$ cat config.mk
export PLATFORM = sky130hd
export DESIGN_NAME = audio_phrase_sequencer_flat
export DESIGN_NICKNAME = d
export VERILOG_FILES = /design/src/rtl/audio_pkg.sv /design/src/rtl/audio_phrase_sequencer_if.sv /design/src/rtl/audio_delay_counter.sv /design/src/rtl/audio_phrase_sequencer.sv /design/src/flat_wrapper.sv
export SDC_FILE = /design/constraint.sdc
export NUM_CORES = 1
export LEC_CHECK = 0
export BUFFER_PORTS_ARGS = -buffer_cell sky130_fd_sc_hd__buf_4
export CAP_MARGIN = 20
export CORE_MARGIN = 2
export CORE_UTILIZATION = 50
export CTS_CLUSTER_DIAMETER = 120
export CTS_CLUSTER_SIZE = 24
export DETAILED_ROUTE_END_ITERATION = 8
export GPL_TIMING_DRIVEN = 0
export PLACE_DENSITY = 0.81
export RECOVER_POWER = 25
export SYNTH_ARGS = -nofsm -noshare
export SYNTH_HDL_FRONTEND = slang
export SYNTH_SLANG_ARGS = --single-unit
export TNS_END_PERCENT = 100
$ cat constraint.sdc
create_clock -name clk -period 2.56 [get_ports clk]
set_clock_uncertainty 0.15 [all_clocks]
set_input_delay 0 -clock clk [delete_from_list [all_inputs] [get_ports clk]]
set_output_delay 0 -clock clk [all_outputs]
set_load 0.01 [all_outputs]
$ cat src/rtl/audio_pkg.sv
// rtl/audio_pkg.sv - shared states, number codes and timing constants for the phrase sequencer
// Purpose: the FSM state encoding, the map's special number codes and the
//          sample-rate-derived inter-word gap.
// Ports:   none (package).
package audio_pkg;

  typedef logic [2:0] state_t;

  localparam state_t S_IDLE     = 3'd0;
  localparam state_t S_MAP_WAIT = 3'd1;
  localparam state_t S_CHECK    = 3'd2;
  localparam state_t S_PLAY     = 3'd3;
  localparam state_t S_GAP      = 3'd4;
  localparam state_t S_FINISH   = 3'd5;

  // Follow-on codes returned by the number-to-address map.
  localparam logic [7:0] NUM_END = 8'd0;
  localparam logic [7:0] NUM_BPM = 8'd230;

  // Silence between words: 100 ms of audio at the player's sample rate.
  localparam int SAMPLE_RATE_HZ     = 27000;
  localparam int GAP_MS             = 100;
  localparam int DEFAULT_GAP_CYCLES = SAMPLE_RATE_HZ * GAP_MS / 1000;

  // Bits needed to hold 0..max_val, never less than one.
  function automatic int cnt_width(input int max_val);
    return (max_val > 0) ? $clog2(max_val + 1) : 1;
  endfunction

endpackage

$ cat src/rtl/audio_phrase_sequencer_if.sv
// rtl/audio_phrase_sequencer_if.sv - requester, map and player signals of the phrase sequencer
// Purpose: bundles every non-clock signal of the sequencer.
// Ports:   master = sequencer view (drives status, map_number, play_*),
//          slave  = environment view (requester, map, player).
interface audio_phrase_sequencer_if #(
  parameter int ADR_W = 32
);
  logic             speak_req;
  logic [7:0]       speak_number;
  logic             abort;
  logic             busy;
  logic             done;
  logic             err;
  logic [7:0]       map_number;
  logic [ADR_W-1:0] map_start_adr;
  logic [ADR_W-1:0] map_stop_adr;
  logic [7:0]       map_out_number;
  logic             play_start;
  logic [ADR_W-1:0] play_start_adr;
  logic [ADR_W-1:0] play_stop_adr;
  logic             play_abort;
  logic             play_done;

  modport master (
    input  speak_req, speak_number, abort,
    input  map_start_adr, map_stop_adr, map_out_number, play_done,
    output busy, done, err, map_number,
    output play_start, play_start_adr, play_stop_adr, play_abort
  );

  modport slave (
    output speak_req, speak_number, abort,
    output map_start_adr, map_stop_adr, map_out_number, play_done,
    input  busy, done, err, map_number,
    input  play_start, play_start_adr, play_stop_adr, play_abort
  );
endinterface

$ cat src/rtl/audio_delay_counter.sv
// rtl/audio_delay_counter.sv - loadable down-counter with zero flag
// Purpose: counts a loaded value down to zero and holds there.
// Ports:   clk, reset_n (async active-low), load/load_value (load wins over dec),
//          dec (decrement while non-zero), zero (count is zero).
module audio_delay_counter #(
  parameter int W = 1
) (
  input  logic         clk,
  input  logic         reset_n,
  input  logic         load,
  input  logic [W-1:0] load_value,
  input  logic         dec,
  output logic         zero
);

  logic [W-1:0] count;

  always_ff @(posedge clk or negedge reset_n) begin
    if (!reset_n) begin
      count <= '0;
    end else if (load) begin
      count <= load_value;
    end else if (dec && (count != '0)) begin
      count <= count - W'(1);
    end
  end

  assign zero = (count == '0);

endmodule

$ cat src/rtl/audio_phrase_sequencer.sv
// rtl/audio_phrase_sequencer.sv - speaks a number phrase by chaining map lookups and segment playbacks
// Purpose: loads a number into the map, waits out the map latency, plays the
//          returned [start, stop) segment and follows the map's follow-on code
//          until end-of-phrase.
// Ports:   clk, reset_n (async active-low), bus (master view of
//          audio_phrase_sequencer_if: request/status, map, player).
module audio_phrase_sequencer
  import audio_pkg::*;
#(
  parameter int ADR_W      = 32,
  parameter int MAP_LAT    = 1,
  parameter int GAP_CYCLES = audio_pkg::DEFAULT_GAP_CYCLES,
  parameter int MAX_SEG    = 4
) (
  input logic                       clk,
  input logic                       reset_n,
  audio_phrase_sequencer_if.master  bus
);

  localparam int SEG_W = cnt_width(MAX_SEG);
  localparam int LAT_W = cnt_width(MAP_LAT);
  localparam int GAP_W = cnt_width(GAP_CYCLES);

  // MAP_WAIT lasts MAP_LAT+1 cycles: load MAP_LAT and leave on zero.
  localparam logic [LAT_W-1:0] LAT_LOAD = LAT_W'(MAP_LAT);
  localparam logic [GAP_W-1:0] GAP_LOAD = GAP_W'((GAP_CYCLES > 0) ? GAP_CYCLES - 1 : 0);
  localparam logic [SEG_W-1:0] SEG_MAX  = SEG_W'(MAX_SEG);

  state_t           state;
  logic             busy;
  logic             done;
  logic             err;
  logic             play_start;
  logic             play_abort;
  logic [7:0]       map_number;
  logic [7:0]       next_num;
  logic [ADR_W-1:0] play_start_adr;
  logic [ADR_W-1:0] play_stop_adr;
  logic [SEG_W-1:0] seg_cnt;

  logic stop_req;
  logic next_word;
  logic lat_load;
  logic lat_dec;
  logic lat_zero;
  logic gap_load;
  logic gap_dec;
  logic gap_zero;

  // abort outranks everything, including a play_done in the same cycle.
  always_comb begin
    stop_req  = bus.abort && (state != S_IDLE);
    next_word = (state == S_PLAY) && bus.play_done && (next_num != NUM_END) && !stop_req;
    lat_load  = ((state == S_IDLE) && bus.speak_req)
              || (next_word && (GAP_CYCLES == 0))
              || ((state == S_GAP) && gap_zero && !stop_req);
    lat_dec   = (state == S_MAP_WAIT);
    gap_load  = next_word && (GAP_CYCLES > 0);
    gap_dec   = (state == S_GAP);
  end

  audio_delay_counter #(.W(LAT_W)) u_lat_cnt (
    .clk        (clk),
    .reset_n    (reset_n),
    .load       (lat_load),
    .load_value (LAT_LOAD),
    .dec        (lat_dec),
    .zero       (lat_zero)
  );

  audio_delay_counter #(.W(GAP_W)) u_gap_cnt (
    .clk        (clk),
    .reset_n    (reset_n),
    .load       (gap_load),
    .load_value (GAP_LOAD),
    .dec        (gap_dec),
    .zero       (gap_zero)
  );

  always_ff @(posedge clk or negedge reset_n) begin
    if (!reset_n) begin
      state          <= S_IDLE;
      busy           <= 1'b0;
      done           <= 1'b0;
      err            <= 1'b0;
      play_start     <= 1'b0;
      play_abort     <= 1'b0;
      map_number     <= 8'd0;
      next_num       <= 8'd0;
      play_start_adr <= '0;
      play_stop_adr  <= '0;
      seg_cnt        <= '0;
    end else begin
      done       <= 1'b0;
      err        <= 1'b0;
      play_start <= 1'b0;
      play_abort <= 1'b0;
      if (stop_req) begin
        state      <= S_IDLE;
        busy       <= 1'b0;
        play_abort <= (state == S_PLAY);
      end else begin
        case (state)
          S_IDLE: begin
            if (bus.speak_req) begin
              map_number <= bus.speak_number;
              seg_cnt    <= '0;
              busy       <= 1'b1;
              state      <= S_MAP_WAIT;
            end
          end
          S_MAP_WAIT: begin
            if (lat_zero) state <= S_CHECK;
          end
          S_CHECK: begin
            // Equal addresses (including the map's 0/0 default) mean nothing to say.
            if (bus.map_start_adr == bus.map_stop_adr) begin
              done  <= 1'b1;
              err   <= (seg_cnt == '0);
              state <= S_FINISH;
            end else if (seg_cnt == SEG_MAX) begin
              done  <= 1'b1;
              err   <= 1'b1;
              state <= S_FINISH;
            end else begin
              play_start_adr <= bus.map_start_adr;
              play_stop_adr  <= bus.map_stop_adr;
              next_num       <= bus.map_out_number;
              seg_cnt        <= seg_cnt + SEG_W'(1);
              play_start     <= 1'b1;
              state          <= S_PLAY;
            end
          end
          S_PLAY: begin
            if (bus.play_done) begin
              if (next_num == NUM_END) begin
                done  <= 1'b1;
                state <= S_FINISH;
              end else begin
                map_number <= next_num;
                state      <= (GAP_CYCLES > 0) ? S_GAP : S_MAP_WAIT;
              end
            end
          end
          S_GAP: begin
            if (gap_zero) state <= S_MAP_WAIT;
          end
          S_FINISH: begin
            busy  <= 1'b0;
            state <= S_IDLE;
          end
          default: begin
            busy  <= 1'b0;
            state <= S_IDLE;
          end
        endcase
      end
    end
  end

  assign bus.busy           = busy;
  assign bus.done           = done;
  assign bus.err            = err;
  assign bus.map_number     = map_number;
  assign bus.play_start     = play_start;
  assign bus.play_start_adr = play_start_adr;
  assign bus.play_stop_adr  = play_stop_adr;
  assign bus.play_abort     = play_abort;

endmodule
$ cat src/flat_wrapper.sv
// flat-port wrapper written by rule: the top's interface ports become plain ports
module audio_phrase_sequencer_flat import audio_pkg::*;
#(
  parameter int ADR_W      = 32,
  parameter int MAP_LAT    = 1,
  parameter int GAP_CYCLES = audio_pkg::DEFAULT_GAP_CYCLES,
  parameter int MAX_SEG    = 4
)
  (clk, reset_n, bus_speak_req, bus_speak_number, bus_abort, bus_map_start_adr, bus_map_stop_adr, bus_map_out_number, bus_play_done, bus_busy, bus_done, bus_err, bus_map_number, bus_play_start, bus_play_start_adr, bus_play_stop_adr, bus_play_abort);
  audio_phrase_sequencer_if #(.ADR_W(ADR_W)) bus_i ();
  input logic clk;
  input logic reset_n;
  input wire logic [$bits(bus_i.speak_req)-1:0] bus_speak_req;
  input wire logic [$bits(bus_i.speak_number)-1:0] bus_speak_number;
  input wire logic [$bits(bus_i.abort)-1:0] bus_abort;
  input wire logic [$bits(bus_i.map_start_adr)-1:0] bus_map_start_adr;
  input wire logic [$bits(bus_i.map_stop_adr)-1:0] bus_map_stop_adr;
  input wire logic [$bits(bus_i.map_out_number)-1:0] bus_map_out_number;
  input wire logic [$bits(bus_i.play_done)-1:0] bus_play_done;
  output wire logic [$bits(bus_i.busy)-1:0] bus_busy;
  output wire logic [$bits(bus_i.done)-1:0] bus_done;
  output wire logic [$bits(bus_i.err)-1:0] bus_err;
  output wire logic [$bits(bus_i.map_number)-1:0] bus_map_number;
  output wire logic [$bits(bus_i.play_start)-1:0] bus_play_start;
  output wire logic [$bits(bus_i.play_start_adr)-1:0] bus_play_start_adr;
  output wire logic [$bits(bus_i.play_stop_adr)-1:0] bus_play_stop_adr;
  output wire logic [$bits(bus_i.play_abort)-1:0] bus_play_abort;
  assign bus_i.speak_req = bus_speak_req;
  assign bus_i.speak_number = bus_speak_number;
  assign bus_i.abort = bus_abort;
  assign bus_i.map_start_adr = bus_map_start_adr;
  assign bus_i.map_stop_adr = bus_map_stop_adr;
  assign bus_i.map_out_number = bus_map_out_number;
  assign bus_i.play_done = bus_play_done;
  assign bus_busy = bus_i.busy;
  assign bus_done = bus_i.done;
  assign bus_err = bus_i.err;
  assign bus_map_number = bus_i.map_number;
  assign bus_play_start = bus_i.play_start;
  assign bus_play_start_adr = bus_i.play_start_adr;
  assign bus_play_stop_adr = bus_i.play_stop_adr;
  assign bus_play_abort = bus_i.play_abort;
  audio_phrase_sequencer #(.ADR_W(ADR_W), .MAP_LAT(MAP_LAT), .GAP_CYCLES(GAP_CYCLES), .MAX_SEG(MAX_SEG)) u_core (.clk(clk), .reset_n(reset_n), .bus(bus_i));
endmodule
* Word level (Yosys, flattened, before mapping)
Cells that the tools add are included.
** Storage, ports and cells
- Output and inout bits :: 77
- Input port bits :: 85
- Word-level logic and storage cells :: 101
- Register bits :: 104
** Cells by class
- Equality and inequality tests :: 16
- Reduce and logical (&&, ||, !) cells :: 28
- Mux-type cells :: 38
- Bitwise gates (word level) :: 3
- Add/sub/neg operators :: 3
** Operators by type and width (number)
- equality test 32 bit :: 1
- two-way mux 3 bit :: 10
- two-way mux 12 bit :: 2
- two-way mux 8 bit :: 3
- two-way mux 1 bit :: 18
- case mux 8 bit (2 select lines) :: 1
- case mux 3 bit (5 select lines) :: 1
- logical NOT 12 bit :: 1
- nonzero test 12 bit :: 1
- subtractor 12 x 1 -> 12 bit, second input constant :: 1
- != test 2 bit, second input constant :: 5
- AND reduction 5 bit :: 2
- logical AND 1 bit :: 9
- != test 3 x 2 -> 1 bit, second input constant :: 3
- logical NOT 8 bit :: 1
- AND reduction 4 bit :: 2
- nonzero test 2 bit :: 4
- nonzero test 8 bit :: 1
- equality test 3 x 2 -> 1 bit, second input constant :: 2
- equality test 3 bit, second input constant :: 2
- logical NOT 3 bit :: 2
- case mux 3 bit (2 select lines) :: 1
- case mux 1 bit (2 select lines) :: 2
- OR reduction 4 bit :: 1
- 10 further kinds :: 12

* Depth between registers and ports, before layout
Gate-level depths: netlist (run 1).
- Word-level depth :: 6
- Depth in mapped cells :: 8
- Gate-level depth less buffers :: 7

* Cells and area by module
From an unflattened synthesis (run 1), not the netlist that was laid out.
** Unflattened totals
- Cell total of the unflattened synthesis :: 397
- Area total of the unflattened synthesis :: 4989.8 sq um
** Modules (own cells, without submodules)
- audio_phrase_sequencer :: cells each 304, seq. area each 2277.2 sq um, instances 1, area each 4146.5 sq um
- audio_delay_counter at u_core.u_gap_cnt :: cells each 89, seq. area each 300.3 sq um, instances 1, area each 798.3 sq um
- audio_delay_counter at u_core.u_lat_cnt :: cells each 4, seq. area each 25.0 sq um, instances 1, area each 45.0 sq um

* Least setup slack after synthesis (run 1)
No wires, ideal clock.
- Path type :: register to register
- Start :: reg u_core.u_gap_cnt.count[7]
- End :: reg u_core.u_gap_cnt.count[10]
- Setup time :: 77 ps
- Data required time :: 2333 ps
- Buffers on the path :: 1
- Data arrival time :: 1922 ps
- Cell stages (with the launch flop) :: 6
- Period minus slack after synthesis :: 2150 ps
- Setup slack :: 410 ps
- Cell sequence :: dfrtp_1 -> or4_4 -> buf_6 -> or4_4 -> or3_1 -> a21oi_1
** Between the ends
- Cells in the longest elaborated chain, start to end :: 3
- Elaborated cells between the ends (all ways) :: 6
- Those cells by class :: add/sub: 1; mux: 2; reduce/logical: 3
** RTL lines
- start, declared :: RTL line audio_delay_counter.sv:16 : logic [W-1:0] count;
- start signal, assigned :: RTL line audio_delay_counter.sv:22 : count <= load_value;
- start signal, assigned :: RTL line audio_delay_counter.sv:24 : count <= count - W'(1);
- subtractor 12 x 1 -> 12 bit / nonzero test 12 bit (equally long branches) :: RTL line audio_delay_counter.sv:24, audio_delay_counter.sv:23
- two-way mux 12 bit / logical AND 1 bit (equally long branches) :: RTL line audio_delay_counter.sv:23 : end else if (dec && (count != '0)) begin
- two-way mux 12 bit / nonzero test 2 bit (equally long branches)
Parallel ways exist; a longest one is shown, timed or not. The select of a mux whose other input is x is not followed.
A chain may end at the register's enable or synchronous reset.

* Worst setup path in the final report (run 1)
- Start :: reg u_core.seg_cnt[0]
- End :: reg u_core.play_start_adr[24] (netlist: u_core.bus.play_start_adr[24])
** Between the ends
- Cells in the longest elaborated chain, start to end :: 3
** RTL lines
- start, declared :: RTL line audio_phrase_sequencer.sv:39 : logic [SEG_W-1:0] seg_cnt;
- start signal, assigned :: RTL line audio_phrase_sequencer.sv:129 : seg_cnt <= seg_cnt + SEG_W'(1);
- equality test 3 bit :: RTL line audio_phrase_sequencer.sv:121 : end else if (seg_cnt == SEG_MAX) begin
- NOT 1 bit (no line)
- AND reduction 4 bit (no line)
- end signal, assigned :: RTL line audio_phrase_sequencer.sv:126 : play_start_adr <= bus.map_start_adr;
- end, declared :: RTL line audio_phrase_sequencer.sv:37 : logic [ADR_W-1:0] play_start_adr;
Every way passes these cells.

==> impl_metrics.toml, run 1 <==
[power]
irDropWorstVdd_v = 0.0006234
powerDensity_nw_per_um2 = 950.9
power.total_w = 0.006752
leakagePower_nw = 3.266

[logic_synthesis]
synth.avg_cell_area_um2 = 12.72
synth_ff_type = "dfrtp_1"
ys_types = 45
yosys.area.top_type = "dfrtp_1"
synth_top_family_by_area = "multiplexers"
yosysWarnings = 0
synthAdderAreaFrac = 0.01055
synth_seq_area_share = 0.5485
synth_top_cell_area_share = 0.5485
synth_area_leaders = "dfrtp_1, mux2_2, xor2_1, mux2i_1, nand2_1"
synthMuxAreaShare = 0.1899
ys_seq_elements = 104
synth_compound_gate_area_share = 0.06092
syn_nets = 462
async_flop_share = 1.000
synth_xor_area_frac = 0.07384
syn_inst = 373
syn_area_um2 = 4745
synthSimpleGateAreaFrac = 0.09204
synth_edf_count = 0

[drt]
drt-met1-wl_um = 5297
dr_wl_met2_um = 7724
top_layer = "met4"
antenna_left = 0
drt_iter0_drc = 173
remaining_drc_errors = 0
vias = 4112
first_pass_iters = 4
dr_wl_met3_um = 1021
via_per_inst = 5.368
post_drt_wl_per_cell_um = 19.02
routed_wirelength_um = 14570

[worst_setup_path]
critPathRequiredTime_ns = 2.66
reg2reg_depth = 8
arrival_ns = 2.51
cp_max_fo = 10
timing_worst_setup_path_type = "reg -> reg"
cp-start-kind = "register"
cp-end-kind = "register"

[clock_tree]
path_clk_slew_ns = 0.10
cts_buffer_depth = 2
clkLatencyLatePin_ns = 0.37
clock-sinks = 104
cts_buffers = 9
cts_tree = "yes"
clock_tree.root_cell = "clkbuf_8"
htree_levels = 3

[floorplanning]
die_width_um = 101.4
num_rows = 35
initial_core_util = 0.5135
dieArea_um2 = 10280
ioPinCount = 162
die_y_um = 101.4
core-area_um2 = 9240

[place]
dp_hpwl_um = 9034
place.gp.congestion = 0.8557
pre_cts_ws_ns = -0.1100
port_buffers = 161

[sta]
tightest_slew_ns = 1.126
timing.final.ws_setup_ns = 0.1449
fmax_mhz = 414.1
whs_ns = 0.09289
report.final.slew_viol_count = 0
setup_viol_count_final = 0
timing_hold_violations_final = 0
finalCritPeriodShare = 0.9434
finalCriticalPeriod_ns = 2.415
slew_headroom = 0.2492

[grt]
grt_overflow = 0
antenna_found_initial = 0
grtUsageTotal = 0.2910
grt_pass1_wl_um = 22670
grt_pass1_vias = 4470
grt_max_degree = 64

[layout]
nNetsFinal = 721
nFillCells = 555
antennaDiodeCount = 0
syn_to_final_growth_pct = 49.66
postLayoutCoreUtil = 0.7685
layout-drive-gt1-share = 0.3736

[worst_hold_path]
hold_class = "in -> reg"
holdPathStages = 6

[run]
cap_viol_max_count = 0

[status]
status = "finished, final reports clean"
## cells in the final DEF (no fill, tap or decap), drive strengths merged, types with 2 or more instances in the layout
cell and n:
a21o 2, a21oi 6, and4 3, buf 140
clkbuf 48, clkinv 4, dfrtp 104, dlygate4sd3 86
ha 4, inv 9, mux2 72, mux2i 9
nand2 20, nand2b 3, nand3 4, nand3b 2
nand4 4, nor2 15, nor2b 2, nor3 3
nor4 12, o211ai 3, o21ai 16, o2bb2ai 2
o311ai 2, o32ai 2, or2 2, or3 4
or4 4, xnor2 7, xor2 33
## sequential cells by signal, summed over array words and instances (netlist names), 3 cells and up
| name | cells |
|---|---|
| u_core.bus.map_number | 8 |
| u_core.bus.play_start_adr | 32 |
| u_core.bus.play_stop_adr | 32 |
| u_core.next_num | 8 |
| u_core.seg_cnt | 3 |
| u_core.state | 3 |
| u_core.u_gap_cnt.count | 12 |
## timing repair
item	CTS	global route
setup buffers	0	0
hold endpoints to repair	193	0
setup endpoints to repair	0	42
hold buffers	86	0
gates resized for setup	0	4
## cell usage after synthesis, types with 2 or more instances
cell / count
nor3_1: 3
ha_1: 4
o21ai_0: 15
buf_4: 4
xor2_1: 33
xnor2_1: 7
nand3_1: 4
o32ai_1: 2
nand3b_1: 2
mux2_2: 71
nand2b_1: 3
nand2_1: 20
clkbuf_1: 6
or3_1: 4
inv_1: 7
nor4_1: 12
or4_1: 2
o2bb2ai_1: 2
nand4_1: 4
mux2i_1: 9
o311ai_2: 2
buf_2: 5
o211ai_1: 3
dfrtp_1: 104
nor2b_1: 2
nor2_1: 15
and4_1: 3
a21oi_1: 6
a21o_1: 2
or4_4: 2
## layer usage
layer	global-route usage	vias up
li1	-	1853
met1	0.3205	2028
met2	0.5247	185
met3	0.08006	46
met4	0.1268	0
met5	0	-
## critical path: stages, from the launching register on
cell and delay (ns):
dfrtp_1 0.41, inv_1 0.06, ha_1 0.21, a21o_1 0.17, or2_1 0.25, a21o_1 0.22
clkbuf_4 0.23, buf_4 0.23, mux2_1 0.35
## cells by family after synthesis
logic type | Yosys count
compound gates | 41
mux | 81
buf+inv | 23
xor+xnor | 40
fa+ha+maj | 4
simple gates | 80
flops | 104
## path summary, 6_finish.rpt
path	start	end	slack, ns
min	bus_map_stop_adr[16]	u_core.bus.err	0.09
max	u_core.seg_cnt[0]	u_core.bus.play_start_adr[24]	0.14
max reg2reg	u_core.seg_cnt[0]	u_core.bus.play_start_adr[24]	0.14
max in group asynchronous	reset_n	u_core.bus.play_stop_adr[17]	1.16
min in group asynchronous	reset_n	u_core.bus.busy	0.22
min reg2reg	u_core.bus.map_number[1]	u_core.bus.map_number[1]	0.35
## layout make-up
class	instances	area [um2]	share of cell area
Multi-Input combinational cell	246	2048	0.2885
Inverter	7	26.28	0.003700
Buffer	16	91.34	0.01286
Sequential cell	104	2603	0.3665
Clock buffer	10	137.6	0.01938
Clock inverter	6	51.30	0.007225
Tap cell	129	161.4	0.02273
Timing Repair Buffer	248	1982	0.2791
## power breakdown
| part | total, W | switching, W | internal [W] |
|---|---|---|---|
| Sequential | 0.00286 | 0.000477 | 0.00238 |
| Combinational | 0.00288 | 0.00137 | 0.00151 |
| Clock | 0.00101 | 0.000613 | 0.000395 |
## through the flow
| step | area, um2 | setup TNS [ns] | std cells |
|---|---|---|---|
| after floorplan | 4745 | 0 | 373 |
| after global placement | 6115 | -0.0006453 | 663 |
| after detailed placement | 6142 | -3.477 | 664 |
| after CTS | 7192 | 0 | 766 |
| after global routing | 7101 | -0.008710 | 766 |
| final | 7101 | 0 | 766 |
(Power assumes the default switching activity.)
==> inputs of run 2 (changes only) <==
CORE_UTILIZATION = 52   (was 50)
CTS_BUF_LIST = sky130_fd_sc_hd__clkbuf_4   (was default)
PLACE_DENSITY = 0.83   (was 0.81)
==> run 2 against run 1 <==
Effect of this change:
- the run now ends with capacitance limit, slew limit left
- first-iteration DRC count increased by 39%
- critical path depth rose by 1
- wire length increased by 6.8%
- sequential cell count unchanged
- sequential power up 1%
- worst hold slack improved by 0.021 ns
- cell count is 2.2% lower
- largest power group unchanged
==> impl_metrics.toml, run 2 (synthesis results as in run 1) <==
[clock_tree]
cts_buffers = 9
clkLatencyLatePin_ns = 0.46
cts_tree = "yes"
clock_tree.root_cell = "clkbuf_4"
cts_buffer_depth = 2
htree_levels = 3
clock-sinks = 104
path_clk_slew_ns = 0.17

[drt]
remaining_drc_errors = 0
drt_iter0_drc = 241
routed_wirelength_um = 15560
vias = 4156
post_drt_wl_per_cell_um = 20.77
via_per_inst = 5.549
first_pass_iters = 5
antenna_left = 0

[status]
status = "finished, violations left"
violations = "capacitance limit, slew limit"

[grt]
grt_pass1_vias = 4553
grt_max_degree = 69
grt_pass1_wl_um = 23650
grtUsageTotal = 0.3111
antenna_found_initial = 0
grt_overflow = 0

[floorplanning]
ioPinCount = 162
num_rows = 34
core-area_um2 = 8806
dieArea_um2 = 9904
die_width_um = 99.52
initial_core_util = 0.5388
die_y_um = 99.52

[sta]
timing.final.ws_setup_ns = 0.02718
setup_viol_count_final = 0
fmax_mhz = 394.8
tightest_slew_ns = 1.524
report.final.slew_viol_count = 69
finalCriticalPeriod_ns = 2.533
timing_hold_violations_final = 0
finalCritPeriodShare = 0.9894
slew_headroom = -0.01585
rsz0062_at_grt = "false"

[layout]
syn_to_final_growth_pct = 51.11
mostFrequentLayoutCells = "buf_4, dfrtp_1, dlygate4sd3_1"
stdcell_count = 749
largestRegisters = "u_core.bus.play_start_adr (32), u_core.bus.play_stop_adr (32), u_core.u_gap_cnt.count (12)"
final_common_cell = "buf_4"
nNetsFinal = 725
layout-drive-gt1-share = 0.4259
antennaDiodeCount = 0

[worst_setup_path]
cp-end-kind = "register"
critPathRequiredTime_ns = 2.77
cp_max_fo = 10
arrival_ns = 2.75
timing_worst_setup_path_type = "in -> reg"
cp-start-kind = "input pin"
reg2reg_setup_slack_ns = 0.13

[power]
powerDensity_nw_per_um2 = 965.5
p_int_w = 0.004375
p_sw_w = 0.002547
leakagePower_nw = 3.370
seq_power_share = 0.419
irDropWorstVdd_v = 0.0006106
swShare = 0.3680
clockPowerShare = 0.130
combPwrFrac = 0.451

[worst_hold_path]
hold_class = "in -> reg"

[place]
placed_cells = 643
pre_cts_ws_ns = -0.06572
place.gp.congestion = 0.8025
dp_hpwl_um = 9052
port_buffers = 161

[run]
cap_viol_max_count = 1
run 2: changes by cell type in the layout (fill, tap and decap cells not counted), moves of 3 or more:
cell	previous run	this run
nor4_2	1	6
clkinv_4	3	0
clkbuf_8	10	0
clkbuf_1	36	7
dlygate4sd3_1	86	89
buf_4	134	164
clkbuf_4	1	11
nor4_1	11	6
run 2: metrics by stage:
step	total power [W]	hold WS [ns]	setup TNS (ns)	utilization	area, um2
2_1_floorplan	0.004266	-0.4456	0	-	4745
3_3_place_gp	0.005578	0.08033	-0.1938	0.6914	6088
3_5_place_dp	0.005733	-0.1519	-1.174	0.6945	6116
4_1_cts	0.006725	0.05044	0	0.8142	7169
5_1_grt	0.007248	0.1189	0	0.8142	7169
6_report	0.006922	0.1137	0	0.8142	7169
run 2: metal layers:
layer / up-vias / GRT usage / wire, um
li1: 1864 / - / -
met1: 2063 / 0.3524 / 5969
met2: 196 / 0.5608 / 8209
met3: 33 / 0.06746 / 948
met4: 0 / 0.1412 / 431
met5: - / 0 / 0
run 2: area by class of cell:
cell class | instances | area, um2
flip-flops and latches | 104 | 2603
repair buffers | 252 | 2106
plain buffers | 16 | 91.34
clock inverters | 6 | 67.56
well taps | 108 | 135.1
fillers | 463 | 1637
clock buffers | 10 | 75.07
multi-input cells | 246 | 2066
inverters | 7 | 26.28
run 2: power groups by stage:
stage	registers [W]	logic, W	clock network (W)
3_3_place_gp	0.00280	0.00278	0
5_1_grt	0.00297	0.00331	0.000966
3_5_place_dp	0.00284	0.00289	0
6_report	0.00290	0.00312	0.000897
2_1_floorplan	0.00305	0.00122	0
4_1_cts	0.00282	0.00302	0.000886
run 2: path summary, 6_finish.rpt:
kind	cells past startpoint	start	endpoint
min in group asynchronous	4	reset_n	u_core.u_gap_cnt.count[6]
max in group asynchronous	4	reset_n	u_core.bus.play_stop_adr[18]
setup reg to reg	7	u_core.u_gap_cnt.count[0]	u_core.u_gap_cnt.count[11]
hold / removal	6	bus_map_stop_adr[22]	u_core.bus.err
hold reg to reg	2	u_core.bus.map_number[4]	u_core.bus.map_number[4]
setup / recovery	9	bus_map_stop_adr[26]	u_core.bus.play_start_adr[20]
run 2: timing repair:
action | 4_1_cts | 5_1_grt
endpoints found under the setup margin | 0 | 38
hold buffers | 90 | 0
buffers inserted | 0 | 0
gates resized for setup | 0 | 8
endpoints found under the hold margin | 205 | 0
run 2: critical path, cell delays in order:
cell	delay [ns]
dlygate4sd3_1	0.55
buf_4	0.16
xor2_1	0.16
nor4_2	0.41
and4_2	0.36
a21o_1	0.17
clkbuf_4	0.24
buf_4	0.28
mux2_2	0.41
==> inputs of run 3 (changes only) <==
CORE_UTILIZATION = 53   (was 52)
PLACE_DENSITY = 0.84   (was 0.83)
SYNTH_HIERARCHICAL = 1   (was default)
==> run 3 against run 2 <==
Effect of this change:
- combinational power rose by 11%
- via count grew 2.4%
- core utilization increased by 0.35 points
- largest cell class unchanged
- the flow now finishes without violations
- clock-buffer cell count unchanged
- total power grew 5.5%
- first-iteration DRC count fell by 41%
- global-route usage increased by 0.45 points
- sequential cell count is the same
- worst setup slack better by 0.011 ns
==> impl_metrics.toml, run 3 <==
[grt]
grtUsageTotal = 0.3156
grt_pass1_vias = 4639
grt_overflow = 0
grt_max_degree = 71
grt_pass1_wl_um = 24120
antenna_found_initial = 0

[worst_setup_path]
critPathRequiredTime_ns = 2.74
timing_worst_setup_path_type = "in -> reg"
cp-end-kind = "register"
arrival_ns = 2.70
rr_startpoint = "u_core/u_gap_cnt/count[0]"
startpoint = "bus_map_stop_adr[23]"
cp-start-kind = "input pin"
cp_max_fo = 10

[drt]
remaining_drc_errors = 0
routed_wirelength_um = 15530
via_per_inst = 5.371
first_pass_iters = 4
vias = 4254
post_drt_wl_per_cell_um = 19.61
antenna_left = 0
drt_iter0_drc = 142

[sta]
timing_hold_violations_final = 0
tightest_slew_ns = 1.467
report.final.slew_viol_count = 0
setup_viol_count_final = 0
timing.final.ws_setup_ns = 0.03778
finalCritPeriodShare = 0.9852
fmax_mhz = 396.5
finalSetupTns_ns = 0
slew_headroom = 0.02193
rsz0062_at_grt = "false"
finalCriticalPeriod_ns = 2.522

[floorplanning]
initial_core_util = 0.5426
die_y_um = 101.0
core-area_um2 = 9196
dieArea_um2 = 10210
ioPinCount = 162
die_width_um = 101.0
num_rows = 35

[layout]
syn_to_final_growth_pct = 50.70
antennaDiodeCount = 0
final_common_cell = "buf_4"
mostFrequentLayoutCells = "buf_4, dfrtp_1, dlygate4sd3_1"
largestRegisters = "u_core/bus.play_start_adr (32), u_core/bus.play_stop_adr (32), u_core/u_gap_cnt/count (12)"
design_area_um2 = 7520
nFillCells = 474
stdcell_count = 792
nNetsFinal = 765
layout-drive-gt1-share = 0.4214

[worst_hold_path]
hp-start = "bus_map_out_number[1]"
hold_class = "in -> reg"

[logic_synthesis]
synth_seq_area_share = 0.5216
synth_area_leaders = "dfrtp_1, mux2_2, xor2_1, mux2_4, nand2_1"
synth.top_cells.by_count = "dfrtp_1, mux2_2, xor2_1"
ys_seq_elements = 104
synth.avg_cell_area_um2 = 12.57
synth_ff_type = "dfrtp_1"
yosys.area.top_type = "dfrtp_1"
async_flop_share = 1.000
yosysWarnings = 6
post-synth-top-count-cell = "dfrtp_1"
synth_top_cell_area_share = 0.5216
syn_inst = 397
synth_edf_count = 0
ys_types = 64
syn_area_um2 = 4990

[power]
combPwrFrac = 0.475
seq_power_share = 0.404
swShare = 0.3697
p_int_w = 0.004604
powerDensity_nw_per_um2 = 971.4
clockPowerShare = 0.121
leakagePower_nw = 3.603
irDropWorstVdd_v = 0.0005823
power.total_w = 0.007305
p_sw_w = 0.002701

[clock_tree]
htree_levels = 3
clock_tree.root_cell = "clkbuf_4"
path_clk_slew_ns = 0.17
clock-sinks = 104
cts_buffer_depth = 2
cts_buffers = 9
clkLatencyLatePin_ns = 0.45
cts_tree = "yes"

[place]
placed_cell_area_um2 = 6404
place.gp.congestion = 0.8233
port_buffers = 160
pre_cts_ws_ns = -0.3326
placed_cells = 680
dp_hpwl_um = 8865

[run]
cap_viol_max_count = 0

[status]
status = "finished, final reports clean"
[run 3: path summary, 6_finish.rpt]
kind                       slack (ns)                             to  cells past startpoint
setup reg to reg                 0.10              u_core/seg_cnt[2]                     10
setup / recovery                 0.04  u_core/bus.play_start_adr[31]                     10
hold reg to reg                  0.36       u_core/bus.map_number[7]                      2
max in group asynchronous        0.26   u_core/bus.play_start_adr[4]                      4
min in group asynchronous        0.88  u_core/bus.play_start_adr[20]                      4
hold / removal                   0.17             u_core/next_num[1]                      3
[run 3: final cells by class]
class / instances / area, um2 / area share
clock buffer: 10 / 75.07 / 0.009983
timing repair buffer: 258 / 2153 / 0.2864
tap: 111 / 138.9 / 0.01847
clock inverter: 6 / 68.82 / 0.009151
inverter: 11 / 46.29 / 0.006156
sequential: 104 / 2603 / 0.3461
buffer: 14 / 128.9 / 0.01714
multi-input combinational: 278 / 2306 / 0.3067
[run 3: layer usage]
layer	wire length (um)	share of wire	GRT usage	up-vias
met5	0	0	0	-
met2	8624	0.56	0.5872	158
met4	604	0.039	0.1445	0
li1	-	-	-	1954
met3	645	0.042	0.05617	53
met1	5658	0.36	0.3480	2089
[run 3: power by group through the flow]
stage	clock, W	combinational [W]	sequential (W)
finish	0.000886	0.00347	0.00295
global route	0.000969	0.00369	0.00303
CTS	0.000886	0.00322	0.00288
detailed placement	0	0.00307	0.00292
global placement	0	0.00298	0.00285
floorplan	0	0.00141	0.00311
[run 3: timing repair]
| action | in CTS | in global routing |
|---|---|---|
| gates resized for setup | 6 | 10 |
| buffers inserted | 3 | 7 |
| hold buffers | 87 | 0 |
| setup endpoints to repair | 10 | 18 |
| endpoints found under the hold margin | 191 | 0 |
| pin swaps | 3 | 2 |
[run 3: worst max-delay path, cell delays in order]
cell and delay [ns]:
dlygate4sd3_1 0.55, buf_4 0.15, xor2_1 0.17, nor4_1 0.47
nand4_1 0.23, nor2_4 0.24, nand3b_4 0.21, buf_12 0.16
buf_6 0.18, mux2_1 0.35
[run 3: metrics by stage]
stage	hold slack, ns	util
after floorplan	-0.4456	-
after global placement	0.08087	0.6933
after detailed placement	-0.1672	0.6963
after CTS	0.1372	0.8121
after global routing	0.1313	0.8177
final	0.1659	0.8177
[run 3: cell families (layout without fill, tap and decap cells)]
logic type | Yosys count | count (layout) | share of synthesized area
compound gates | 47 | 47 | 0.06620
mux | 82 | 82 | 0.1886
fa+ha+maj | 4 | 4 | 0.01003
flops | 104 | 104 | 0.5216
simple gates | 97 | 97 | 0.1161
other cells | 2 | 13 | 0.001505
xor+xnor | 35 | 35 | 0.06144
buf+inv | 26 | 299 | 0.03460
